### src/rtl/dcounter_core.sv
// BCD countdown timer core: loads a sanitised MM:SS.cc preset and decrements it once per CLK_DIV-cycle tick.
// Optional build macro DCOUNTER_AUTO_RELOAD_EN: reload the preset on expiry instead of holding 00:00.00.
module dcounter_core #(
  parameter int CLK_DIV = 1000000
) (
  input  logic       clk_core,
  input  logic       rst,
  input  logic       en,
  input  logic       load,
  input  logic [7:0] min_i,
  input  logic [7:0] sec_i,
  input  logic [7:0] ms_10_i,
  output logic [7:0] min_o,
  output logic [7:0] sec_o,
  output logic [7:0] ms_10_o,
  output logic       time_out
);

  localparam int PW = $clog2(CLK_DIV);
  localparam logic [PW-1:0] PRESC_MAX = PW'(CLK_DIV - 1);
  localparam logic [PW-1:0] PRESC_ONE = PW'(1);

  typedef enum logic [1:0] {
    IDLE = 2'd0,
    RUN  = 2'd1,
    DONE = 2'd2
  } state_t;

  state_t          r_state;
  state_t          w_state_nxt;
  logic [23:0]     r_cnt;
  logic [23:0]     w_cnt_nxt;
  logic [23:0]     r_pre;
  logic [23:0]     w_pre_nxt;
  logic [PW-1:0]   r_presc;
  logic [PW-1:0]   w_presc_nxt;
  logic            r_time_out;
  logic            w_time_out_nxt;
  logic [23:0]     w_load_val;
  logic            w_load_zero;
  logic [23:0]     w_dec;
  logic            w_dec_zero;

  function automatic logic [3:0] clamp_digit(input logic [3:0] d, input logic [3:0] lim);
    if (d > lim) begin
      clamp_digit = lim;
    end else begin
      clamp_digit = d;
    end
  endfunction

  function automatic logic [7:0] sanitize(input logic [7:0] v, input logic [3:0] tens_max);
    sanitize = {clamp_digit(v[7:4], tens_max), clamp_digit(v[3:0], 4'd9)};
  endfunction

  // Digits from LSB: ms units, ms tens, sec units, sec tens, min units, min tens.
  function automatic logic [23:0] bcd_dec(input logic [23:0] c);
    logic [23:0] r;
    logic        borrow;
    r      = c;
    borrow = 1'b1;
    for (int k = 0; k < 6; k++) begin
      if (borrow) begin
        if (r[k*4 +: 4] == 4'd0) begin
          r[k*4 +: 4] = ((k == 3) || (k == 5)) ? 4'd5 : 4'd9;
          borrow      = 1'b1;
        end else begin
          r[k*4 +: 4] = r[k*4 +: 4] - 4'd1;
          borrow      = 1'b0;
        end
      end else begin
        borrow = 1'b0;
      end
    end
    bcd_dec = r;
  endfunction

  assign w_load_val  = {sanitize(min_i, 4'd5), sanitize(sec_i, 4'd5), sanitize(ms_10_i, 4'd9)};
  assign w_load_zero = (w_load_val == 24'd0);
  assign w_dec       = bcd_dec(r_cnt);
  assign w_dec_zero  = (w_dec == 24'd0);

  // Next-state, count, prescaler and expiry flag; load outranks any tick.
  always_comb begin
    w_state_nxt    = r_state;
    w_cnt_nxt      = r_cnt;
    w_pre_nxt      = r_pre;
    w_presc_nxt    = r_presc;
    w_time_out_nxt = r_time_out;
    if (load) begin
      w_pre_nxt   = w_load_val;
      w_cnt_nxt   = w_load_val;
      w_presc_nxt = '0;
      if (w_load_zero) begin
        w_state_nxt    = DONE;
        w_time_out_nxt = 1'b1;
      end else begin
        w_state_nxt    = RUN;
        w_time_out_nxt = 1'b0;
      end
    end else begin
      case (r_state)
        IDLE: begin
          w_cnt_nxt      = 24'd0;
          w_presc_nxt    = '0;
          w_time_out_nxt = 1'b0;
        end
        RUN: begin
          w_time_out_nxt = 1'b0;
          if (en) begin
            if (r_presc == PRESC_MAX) begin
              w_presc_nxt = '0;
              if (w_dec_zero) begin
                w_time_out_nxt = 1'b1;
`ifdef DCOUNTER_AUTO_RELOAD_EN
                w_cnt_nxt   = r_pre;
                w_state_nxt = RUN;
`else
                w_cnt_nxt   = 24'd0;
                w_state_nxt = DONE;
`endif
              end else begin
                w_cnt_nxt = w_dec;
              end
            end else begin
              w_presc_nxt = r_presc + PRESC_ONE;
            end
          end else begin
            w_presc_nxt = r_presc;
          end
        end
        DONE: begin
          w_cnt_nxt      = 24'd0;
          w_presc_nxt    = '0;
          w_time_out_nxt = 1'b1;
        end
        default: begin
          w_state_nxt    = IDLE;
          w_cnt_nxt      = 24'd0;
          w_presc_nxt    = '0;
          w_time_out_nxt = 1'b0;
        end
      endcase
    end
  end

  // State and datapath registers.
  always_ff @(posedge clk_core or posedge rst) begin
    if (rst) begin
      r_state    <= IDLE;
      r_cnt      <= 24'd0;
      r_pre      <= 24'd0;
      r_presc    <= '0;
      r_time_out <= 1'b0;
    end else begin
      r_state    <= w_state_nxt;
      r_cnt      <= w_cnt_nxt;
      r_pre      <= w_pre_nxt;
      r_presc    <= w_presc_nxt;
      r_time_out <= w_time_out_nxt;
    end
  end

  assign min_o    = r_cnt[23:16];
  assign sec_o    = r_cnt[15:8];
  assign ms_10_o  = r_cnt[7:0];
  assign time_out = r_time_out;

endmodule

### config.mk
export PLATFORM = sky130hd
export DESIGN_NAME = dcounter_core
export DESIGN_NICKNAME = d
export VERILOG_FILES = /design/src/rtl/dcounter_core.sv
export SDC_FILE = /design/constraint.sdc
export NUM_CORES = 1
export LEC_CHECK = 0
export BUFFER_PORTS_ARGS = -buffer_cell sky130_fd_sc_hd__buf_2
export CAP_MARGIN = 20
export CORE_MARGIN = 2
export CORE_UTILIZATION = 43
export DETAILED_ROUTE_END_ITERATION = 7
export PLACE_DENSITY = 0.75
export SLEW_MARGIN = 40
export SYNTH_ARGS = -nofsm -noshare
export SYNTH_HDL_FRONTEND = slang
export SYNTH_SLANG_ARGS = --single-unit
### constraint.sdc
create_clock -name clk_core -period 8.3 [get_ports clk_core]
set_clock_uncertainty 0.1 [all_clocks]
set_input_delay 0.415 -clock clk_core [delete_from_list [all_inputs] [get_ports clk_core]]
set_output_delay 0.415 -clock clk_core [all_outputs]
set_load 0.01 [all_outputs]
==> results of run 1 <==
-- layer usage --
metal / up-vias / track usage / wire (µm)
li1: 1302 / - / -
met1: 1353 / 0.314 / 3620
met2: 123 / 0.344 / 3580
met3: 19 / 0.0462 / 490
met4: 0 / 0.0794 / 201
met5: - / 0 / 0
-- path summary, 6_finish.rpt --
kind / end / cells past startpoint
hold / removal: time_out$_DFF_PP0_ / 2
max in group asynchronous: r_presc[2]$_DFFE_PP0P_ / 2
min in group clk_core: r_cnt[21]$_DFFE_PP0P_ / 2
hold reg to reg: r_presc[0]$_DFFE_PP0P_ / 1
setup / recovery: r_cnt[22]$_DFFE_PP0P_ / 6
setup reg to reg: r_cnt[22]$_DFFE_PP0P_ / 6
-- cell usage after synthesis (2+ instances only) --
cell       number
nand3b_1        2
a21oi_1        11
nor4b_1         2
o211ai_1        3
clkbuf_1        9
nor3_1         13
a31oi_1         2
nand2_1        31
o31a_1          2
o21a_1          3
nor2b_1         8
inv_1           6
xnor2_1         5
o31ai_1         3
and4_1          3
or4_4           2
and3_1          8
or3_1           6
mux2i_1         6
nand3_1        10
a211o_1         2
nor4_1          9
o2bb2ai_1       2
nand4_1        10
or4_1           4
dfrtp_1        47
a22oi_1         3
nor2_1         36
nand2b_1        5
o21ai_0        27
ha_1            3
o221ai_1        3
xor2_1         15
a21bo_2         3
and2_1          3
-- critical path, stage by stage (launching register included) --
cell	delay, ns
dfrtp_1	0.47
or4_4	0.58
or2_0	0.22
or4_4	0.54
a2111oi_4	0.54
nor2_2	0.11
a311o_1	0.37
-- area by class of cell --
class / instances / area, µm²
Sequential cell: 47 / 1180
Clock buffer: 6 / 82.6
Tap cell: 77 / 96.3
Multi-Input combinational cell: 264 / 1650
Fill cell: 601 / 3130
Timing Repair Buffer: 52 / 260
Inverter: 6 / 25.0
Clock inverter: 1 / 5.00
-- through the flow --
step            util  area [µm²]
2_1_floorplan      -        2870
3_3_place_gp   0.497        3190
3_5_place_dp   0.498        3200
4_1_cts        0.512        3290
5_1_grt        0.513        3290
6_report       0.513        3290
-- power by group --
group / internal (mW) / total (mW) / switching [mW]
Clock: 0.0655 / 0.143 / 0.0777
Combinational: 0.0373 / 0.0949 / 0.0576
Sequential: 0.240 / 0.258 / 0.0176
-- placed cells by master, fill, tap and decap left out, types with 3 or more instances in the layout --
cell      synthesis  routed
buf_2             0      52
dfrtp_1          47      47
nor2_1           36      36
nand2_1          31      31
o21ai_0          27      27
xor2_1           15      15
nor3_1           13      12
a21oi_1          11      11
nand3_1          10      10
nand4_1          10      10
nor4_1            9       9
and3_1            8       8
nor2b_1           8       7
or3_1             6       6
mux2i_1           6       6
clkbuf_8          0       6
xnor2_1           5       5
inv_1             6       5
or4_1             4       4
nand2b_1          5       4
and4_1            3       3
and2_1            3       3
o21a_1            3       3
a21bo_2           3       3
a22oi_1           3       3
o31ai_1           3       3
o221ai_1          3       3
o211ai_1          3       3
ha_1              3       3
-- logic make-up after synthesis --
group | count (synthesis) | share of synthesized area
xor+xnor | 20 | 0.0609
mux | 7 | 0.0248
compound gates | 75 | 0.179
fa+ha+maj | 3 | 0.0131
simple gates | 159 | 0.292
flops | 47 | 0.409
buf+inv | 16 | 0.0209
-- sequential cells by signal, summed over array words and instances, names as in the netlist --
signal / flops
r_state: 2
r_cnt: 24
r_presc: 20
time_out: 1
==> run_results.csv, run 1 <==
group,metric,value,unit
global_routing,grt_pass1_vias,2545,
logic_synthesis,synth-main-ff-cell,"dfrtp_1",
clocking,clk_transition_reported_paths,0.09,ns
logic_synthesis,netlist_area,2870,µm²
detailed_routing,drc,0,
clocking,cts_buffers,5,
clocking,cts_tree,"done",
place,placed_cells,446,
sta,finalSetupTns,0,ns
sta,hold_viol_final,0,
global_routing,grt_pass1_wl,12.9,mm
critical_path,r2r-start,"r_cnt[10]$_DFFE_PP0P_",
logic_synthesis,synth_cell_types,55,
clocking,clock_latency,0.31,ns
job,drv_cap,0,
layout,syn2layout_area_growth,14.6,%
power,vdd_drop_max,0.0915,mV
layout,drive_gt1_frac,0.197,
global_routing,grt_start_max_net_pins,48,
clocking,holdBufCountCts,0,
power,leakage,1.41,nW
floorplan,die_w,85.8,µm
floorplan,rows,29,
global_routing,track_usage,0.223,
detailed_routing,drt-wirelength-per-cell,17.4,µm
sta,finalSetupViolCount,0,
logic_synthesis,seq_area_frac_synth,0.409,
detailed_routing,routed_via_density,6.17,
sta,worst_pin_slew,0.765,ns
critical_path,worstSetupPathType,"reg2reg",
critical_path,cp_max_fo,8,
logic_synthesis,yosysTopAreaCellShare,0.409,
layout,antenna_cells,0,
sta,fmax,0.327,GHz
place,dp_hpwl,5.76,mm
power,power_density,151,nW/µm²
logic_synthesis,syn-instance-count,327,
global_routing,antenna_found_initial,0,
critical_path,crit_path_start,"r_cnt[10]$_DFFE_PP0P_",
layout,nets,407,
detailed_routing,ant_nets,0,
floorplan,core_area,6420,µm²
clocking,clkSinkCount,47,
critical_path,arrival,3.15,ns
logic_synthesis,synth_top_cell_by_area,"dfrtp_1",
place,place_congestion,0.928,
sta,holdWs,0.0751,ns
sta,setup_ws,5.24,ns
clocking,htreeDepth,2,
critical_path,r2r_setup_slack,5.24,ns
power,total_power,0.496,mW
clocking,cts_root_buf,"clkbuf_8",
global_routing,grt_overflow_total,0,
sta,maxSlewHeadroom,0.489,
clocking,cts-resized-gates,0,
detailed_routing,vias,2797,
sta,slew_violations,0,
detailed_routing,totalWireLength,7.90,mm
logic_synthesis,synth-seq-cells,47,
place,portBuffers,52,
sta,period_share,0.369,
min_path,hold_class,"in2async",
floorplan,fp.dieH,85.8,µm
place,dp_slack,5.28,ns
sta,finalCriticalPeriod,3.06,ns
detailed_routing,dr.pass1.iters,7,
critical_path,cp-start-kind,"flop",
logic_synthesis,synthArstFlopShare,1.00,
logic_synthesis,synthesis.nets,358,
sta,rsz0062_at_grt,"false",
floorplan,die_area,7350,µm²
logic_synthesis,synth_edf_count,0,
logic_synthesis,ys_warn_count,0,
layout,stdcell_count,453,
critical_path,cp.required,8.39,ns
clocking,post-cts-setup-buffers,0,
floorplan,start_util,0.447,
critical_path,cp-end-kind,"flop",
logic_synthesis,synth_area_leaders,"dfrtp_1 (41%), nor2_1 (4.7%), o21ai_0 (4.7%)",
floorplan,pin_count,53,
run_status,status,"complete, no violations",
clocking,clk_path_buf_depth,2,
logic_synthesis,avgSynthCellArea,8.79,µm²
detailed_routing,drt_iter0_drc,300,
(Power assumes the default switching activity.)
==> inputs of run 2 (changes only) <==
--- a/config.mk
+++ b/config.mk
@@ -10,7 +10,7 @@
 export CORE_MARGIN = 2
 export CORE_UTILIZATION = 43
 export DETAILED_ROUTE_END_ITERATION = 7
-export PLACE_DENSITY = 0.75
+export PLACE_DENSITY = 0.78
 export SLEW_MARGIN = 40
 export SYNTH_ARGS = -nofsm -noshare
 export SYNTH_HDL_FRONTEND = slang
==> constraint.sdc (replaced) <==
create_clock -name clk_core -period 2.52 [get_ports clk_core]
set_clock_uncertainty 0.1 [all_clocks]
set_input_delay 0.126 -clock clk_core [delete_from_list [all_inputs] [get_ports clk_core]]
set_output_delay 0.126 -clock clk_core [all_outputs]
set_load 0.01 [all_outputs]
==> run_results.csv, run 2 (synthesis gave the netlist of run 1 again) <==
group,metric,value,unit
critical_path,r2r-start,"r_cnt[10]$_DFFE_PP0P_",
power,leakage,1.65,nW
critical_path,cp_max_fo,6,
detailed_routing,vias,2991,
place,dp_hpwl,6.35,mm
sta,slew_violations,0,
global_routing,antenna_found_initial,0,
sta,rsz0062_at_grt,"true",
layout,antenna_cells,0,
clocking,clkSinkCount,47,
critical_path,rr_worst_depth,7,
floorplan,die_area,7350,µm²
global_routing,grt_pass1_wl,14.1,mm
critical_path,r2r_end,"r_cnt[22]$_DFFE_PP0P_",
sta,period_share,1.01,
floorplan,fp.dieH,85.8,µm
place,placed_cell_area,3490,µm²
layout,nets,452,
place,place_congestion,1.01,
sta,hold_viol_final,1,
critical_path,worstPathCellList,"or4_4, or2_0, or4_4, a2111oi_4, buf_6, nor2_4, a311o_1",
critical_path,slowest_stage,"or4_4",
critical_path,cp-end-kind,"flop",
layout,final_common_cell,"buf_2",
sta,setup_ws,-0.0369,ns
sta,finalSetupViolCount,1,
run_status,violations,"DRC, hold timing, setup timing",
layout,reg_top3,"r_cnt: 24 flops, r_presc: 20 flops, r_state: 2 flops",
clocking,clock_latency,0.31,ns
floorplan,start_util,0.447,
sta,holdWs,-0.00770,ns
global_routing,grt_start_max_net_pins,33,
floorplan,pin_count,53,
sta,fmax,0.391,GHz
layout,regMostFlops,"r_cnt",
critical_path,cp-start-kind,"flop",
global_routing,track_usage,0.244,
critical_path,arrival,2.65,ns
layout,final_util,0.584,
layout,syn2layout_area_growth,30.5,%
min_path,hold_depth,3,
detailed_routing,routed_via_density,5.99,
min_path,hold_start,"ms_10_i[3]",
floorplan,rows,29,
job,drv_cap,0,
clocking,cts_tree,"done",
clocking,cts_root_buf,"clkbuf_8",
critical_path,r2r_setup_slack,-0.04,ns
layout,fin_area,3750,µm²
clocking,htreeDepth,2,
detailed_routing,drt_iter0_drc,304,
clocking,clk_path_buf_depth,2,
layout,drive_gt1_frac,0.287,
clocking,post-cts-setup-buffers,0,
layout,most-common-layout-cells,"buf_2 (52), dfrtp_1 (45), nor2_1 (36), buf_4 (36), nand2_1 (30)",
detailed_routing,totalWireLength,8.60,mm
global_routing,grt_overflow_total,0,
run_status,status,"finished, violations left",
detailed_routing,ant_nets,0,
layout,largest_reg_flops,24,
power,power_density,514,nW/µm²
critical_path,cp.required,2.62,ns
sta,maxSlewHeadroom,0.522,
clocking,clk_transition_reported_paths,0.09,ns
critical_path,slowest_delay,0.54,ns
min_path,whs_endpoint,"r_cnt[3]$_DFFE_PP0P_",
critical_path,cp_common_cell,"or4_4",
power,vdd_drop_max,0.300,mV
detailed_routing,drt-wirelength-per-cell,17.2,µm
clocking,cts_buffers,5,
sta,worst_pin_slew,0.717,ns
detailed_routing,drc,3,
detailed_routing,dr.pass1.iters,8,
global_routing,grt_pass1_vias,2869,
sta,finalCriticalPeriod,2.56,ns
critical_path,worstSetupPathType,"reg2reg",
place,portBuffers,52,
min_path,hold_class,"in2reg",
floorplan,core_area,6420,µm²
place,dp_slack,-0.0736,ns
sta,finalSetupTns,-0.0369,ns
floorplan,die_w,85.8,µm
==> run 2: metal layers <==
| metal | vias to the layer above | wire (µm) | track usage |
|---|---|---|---|
| met5 | - | 0 | 0 |
| met4 | 0 | 211 | 0.0938 |
| met3 | 28 | 617 | 0.0452 |
| met2 | 149 | 4200 | 0.412 |
| met1 | 1421 | 3570 | 0.310 |
| li1 | 1393 | - | - |
==> run 2: area by class of cell <==
class                   instances  area [µm²]
clock buffers                   5        68.8
inverters                       6        22.5
clock inverters                 3        67.6
multi-input cells             264        1700
flip-flops and latches         47        1180
well taps                      77        96.3
repair buffers                 97         622
fillers                       559        2670
==> run 2: stage by stage <==
step | power (mW) | instances
3_5_place_dp | 1.25 | 483
5_1_grt | 2.00 | 499
2_1_floorplan | 1.05 | 327
4_1_cts | 1.92 | 499
3_3_place_gp | 1.24 | 483
6_report | 1.93 | 499
==> run 2: how the worst max path moves through the flow <==
stage                           from  depth (start not counted)                    end
6_report       r_cnt[10]$_DFFE_PP0P_                          7  r_cnt[22]$_DFFE_PP0P_
4_1_cts        r_cnt[10]$_DFFE_PP0P_                          7  r_cnt[22]$_DFFE_PP0P_
3_5_place_dp   r_cnt[11]$_DFFE_PP0P_                          7   r_cnt[3]$_DFFE_PP0P_
2_1_floorplan  r_cnt[11]$_DFFE_PP0P_                          6  r_cnt[22]$_DFFE_PP0P_
3_3_place_gp   r_cnt[12]$_DFFE_PP0P_                          7   r_cnt[3]$_DFFE_PP0P_
5_1_grt        r_cnt[10]$_DFFE_PP0P_                          7  r_cnt[22]$_DFFE_PP0P_
==> run 2: worst max-delay path: cells and delay by family (launching register included) <==
| family | cells | cell delay (ns) |
|---|---|---|
| flip-flops | 1 | 0.41 |
| AND/OR/NAND/NOR | 4 | 1.24 |
| buffers and inverters | 1 | 0.18 |
| AO/OA/AOI/OAI | 2 | 0.52 |
==> run 2: timing repair <==
| item | CTS | global route |
|---|---|---|
| pin swaps | 2 | 2 |
| gates resized for setup | 2 | 11 |
| cloned | 0 | 0 |
| endpoints found under the setup margin | 10 | 17 |
| endpoints found under the hold margin | 36 | 0 |
| hold buffers | 8 | 0 |
==> run 2: where the power goes <==
group          total [mW]  internal, mW  switching [mW]  leakage (nW)
logic               0.435         0.192           0.243         0.971
clock network       0.669         0.396           0.273        0.0644
registers           0.824         0.791          0.0331         0.619
total                1.93          1.38           0.549          1.65
==> inputs of run 3 (changes only) <==
--- a/config.mk
+++ b/config.mk
@@ -7,8 +7,8 @@
 export LEC_CHECK = 0
 export BUFFER_PORTS_ARGS = -buffer_cell sky130_fd_sc_hd__buf_2
 export CAP_MARGIN = 20
-export CORE_MARGIN = 2
 export CORE_UTILIZATION = 43
+export CTS_CLUSTER_DIAMETER = 200
 export DETAILED_ROUTE_END_ITERATION = 7
 export PLACE_DENSITY = 0.78
 export SLEW_MARGIN = 40
==> run_results.csv, run 3 (synthesis gave the netlist of run 1 again) <==
group,metric,value,unit
run_status,status,"finished, violations left",
run_status,violations,"setup timing",
sta,slew_violations,0,
layout,regMostFlops,"r_cnt",
critical_path,cp-start-kind,"flop",
sta,setup_ws,-0.0369,ns
power,p_sw_frac,0.283,
place,dp_hpwl,6.36,mm
global_routing,track_usage,0.245,
global_routing,antenna_found_initial,0,
floorplan,pin_count,53,
place,dp_slack,-0.0923,ns
global_routing,grt_overflow_total,0,
detailed_routing,ant_nets,0,
layout,drive_gt1_frac,0.294,
detailed_routing,dr.pass1.iters,7,
layout,multiInputGateArea,1710,µm²
sta,hold_viol_final,0,
layout,syn2layout_area_growth,32.1,%
clocking,cts_root_buf,"clkbuf_8",
detailed_routing,vias,3047,
global_routing,grt_pass1_vias,2918,
floorplan,rows,29,
floorplan,start_util,0.450,
power,p_seq_frac,0.429,
power,vdd_drop_max,0.254,mV
floorplan,die_w,83.8,µm
detailed_routing,routed_via_density,6.07,
detailed_routing,drt_iter0_drc,303,
clocking,cts_tree,"done",
sta,rsz0062_at_grt,"true",
detailed_routing,drc,0,
power,p_clk_frac,0.344,
layout,fill_cells,539,
layout,antenna_cells,0,
clocking,clk_transition_reported_paths,0.09,ns
clocking,clock_latency,0.31,ns
power,combPwrFrac,0.227,
sta,finalSetupViolCount,1,
critical_path,worstSetupPathType,"reg2reg",
layout,largest_reg_flops,24,
sta,finalSetupTns,-0.0369,ns
global_routing,grt_pass1_wl,13.8,mm
clocking,htreeDepth,2,
clocking,clkSinkCount,47,
floorplan,fp.dieH,83.8,µm
floorplan,die_area,7010,µm²
layout,nets,455,
place,portBuffers,52,
place,placed_cells,481,
sta,finalCriticalPeriod,2.56,ns
clocking,clk_path_buf_depth,2,
critical_path,cp.required,2.62,ns
power,power.internal,1.39,mW
layout,reg_top3,"r_cnt: 24 flops, r_presc: 20 flops, r_state: 2 flops",
critical_path,cp-end-kind,"flop",
layout,seqCellArea,1180,µm²
sta,period_share,1.01,
detailed_routing,totalWireLength,8.64,mm
job,drv_cap,0,
clocking,cts_buffers,5,
power,power.switching,0.546,mW
layout,final_common_cell,"buf_2",
floorplan,core_area,6390,µm²
layout,stdcell_count,502,
place,place_congestion,0.929,
critical_path,arrival,2.65,ns
global_routing,grt_start_max_net_pins,24,
power,leakage,1.67,nW
sta,maxSlewHeadroom,0.610,
detailed_routing,drt-wirelength-per-cell,17.2,µm
layout,most-common-layout-cells,"buf_2 (52), dfrtp_1 (43), buf_4 (36), nor2_1 (35), nand2_1 (31)",
critical_path,cp_max_fo,6,
sta,worst_pin_slew,0.583,ns
sta,fmax,0.391,GHz
power,power_density,509,nW/µm²
min_path,hold_class,"in2reg",
run 3: path summary, 6_finish.rpt:
path                       cells after the start                       to                   start  slack (ns)
setup / recovery                               7    r_cnt[22]$_DFFE_PP0P_   r_cnt[11]$_DFFE_PP0P_       -0.04
hold / removal                                 3    r_cnt[11]$_DFFE_PP0P_                sec_i[3]        0.03
min in group asynchronous                      3  r_presc[11]$_DFFE_PP0P_                     rst        0.21
setup reg to reg                               7    r_cnt[22]$_DFFE_PP0P_   r_cnt[11]$_DFFE_PP0P_       -0.04
hold reg to reg                                1   r_presc[0]$_DFFE_PP0P_  r_presc[0]$_DFFE_PP0P_        0.43
max in group asynchronous                      4    r_cnt[18]$_DFFE_PP0P_                     rst        1.54
run 3: area by class of cell:
cell class	instances	area share
multi-input combinational	264	0.451
inverter	6	0.00593
sequential	47	0.311
clock inverter	2	0.0158
clock buffer	6	0.0191
timing repair buffer	100	0.172
tap	77	0.0254
run 3: critical path, cell delays in order, from the launching register on:
cell	delay, ns
dfrtp_2	0.41
or4_4	0.51
or2_0	0.23
or4_4	0.43
a2111oi_4	0.22
buf_6	0.18
nor2_4	0.05
a311o_1	0.31
run 3: metal layers:
| metal | part of all wire | vias to the layer above | track usage | wire length (µm) |
|---|---|---|---|---|
| met5 | 0 | - | 0 | 0 |
| met4 | 0.037 | 0 | 0.103 | 323 |
| met3 | 0.081 | 41 | 0.0425 | 702 |
| met2 | 0.47 | 174 | 0.398 | 4100 |
| met1 | 0.41 | 1435 | 0.324 | 3520 |
| li1 | - | 1397 | - | - |
run 3: stage by stage:
| step | instance area, µm² | total power, mW | hold slack (ns) | util |
|---|---|---|---|---|
| 3_3_place_gp | 3470 | 1.23 | 0.0000737 | 0.544 |
| 3_5_place_dp | 3480 | 1.24 | 0.00319 | 0.545 |
| 2_1_floorplan | 2890 | 1.05 | 0.135 | - |
| 5_1_grt | 3800 | 2.00 | 0.0402 | 0.595 |
| 4_1_cts | 3750 | 1.92 | 0.00603 | 0.587 |
| 6_report | 3800 | 1.93 | 0.0343 | 0.595 |
run 3: timing repair:
| action | in CTS | in global routing |
|---|---|---|
| hold endpoints to repair | 21 | 0 |
| endpoints found under the setup margin | 11 | 18 |
| hold buffers | 10 | 0 |
| pin swaps | 1 | 3 |
| gates resized for setup | 7 | 12 |
| setup buffers | 2 | 1 |
run 3: power by group through the flow:
stage	clock [mW]	combinational (mW)	sequential, mW
6_report	0.664	0.439	0.828
5_1_grt	0.696	0.473	0.833
4_1_cts	0.671	0.423	0.825
3_5_place_dp	0	0.400	0.839
3_3_place_gp	0	0.393	0.837
2_1_floorplan	0	0.181	0.867
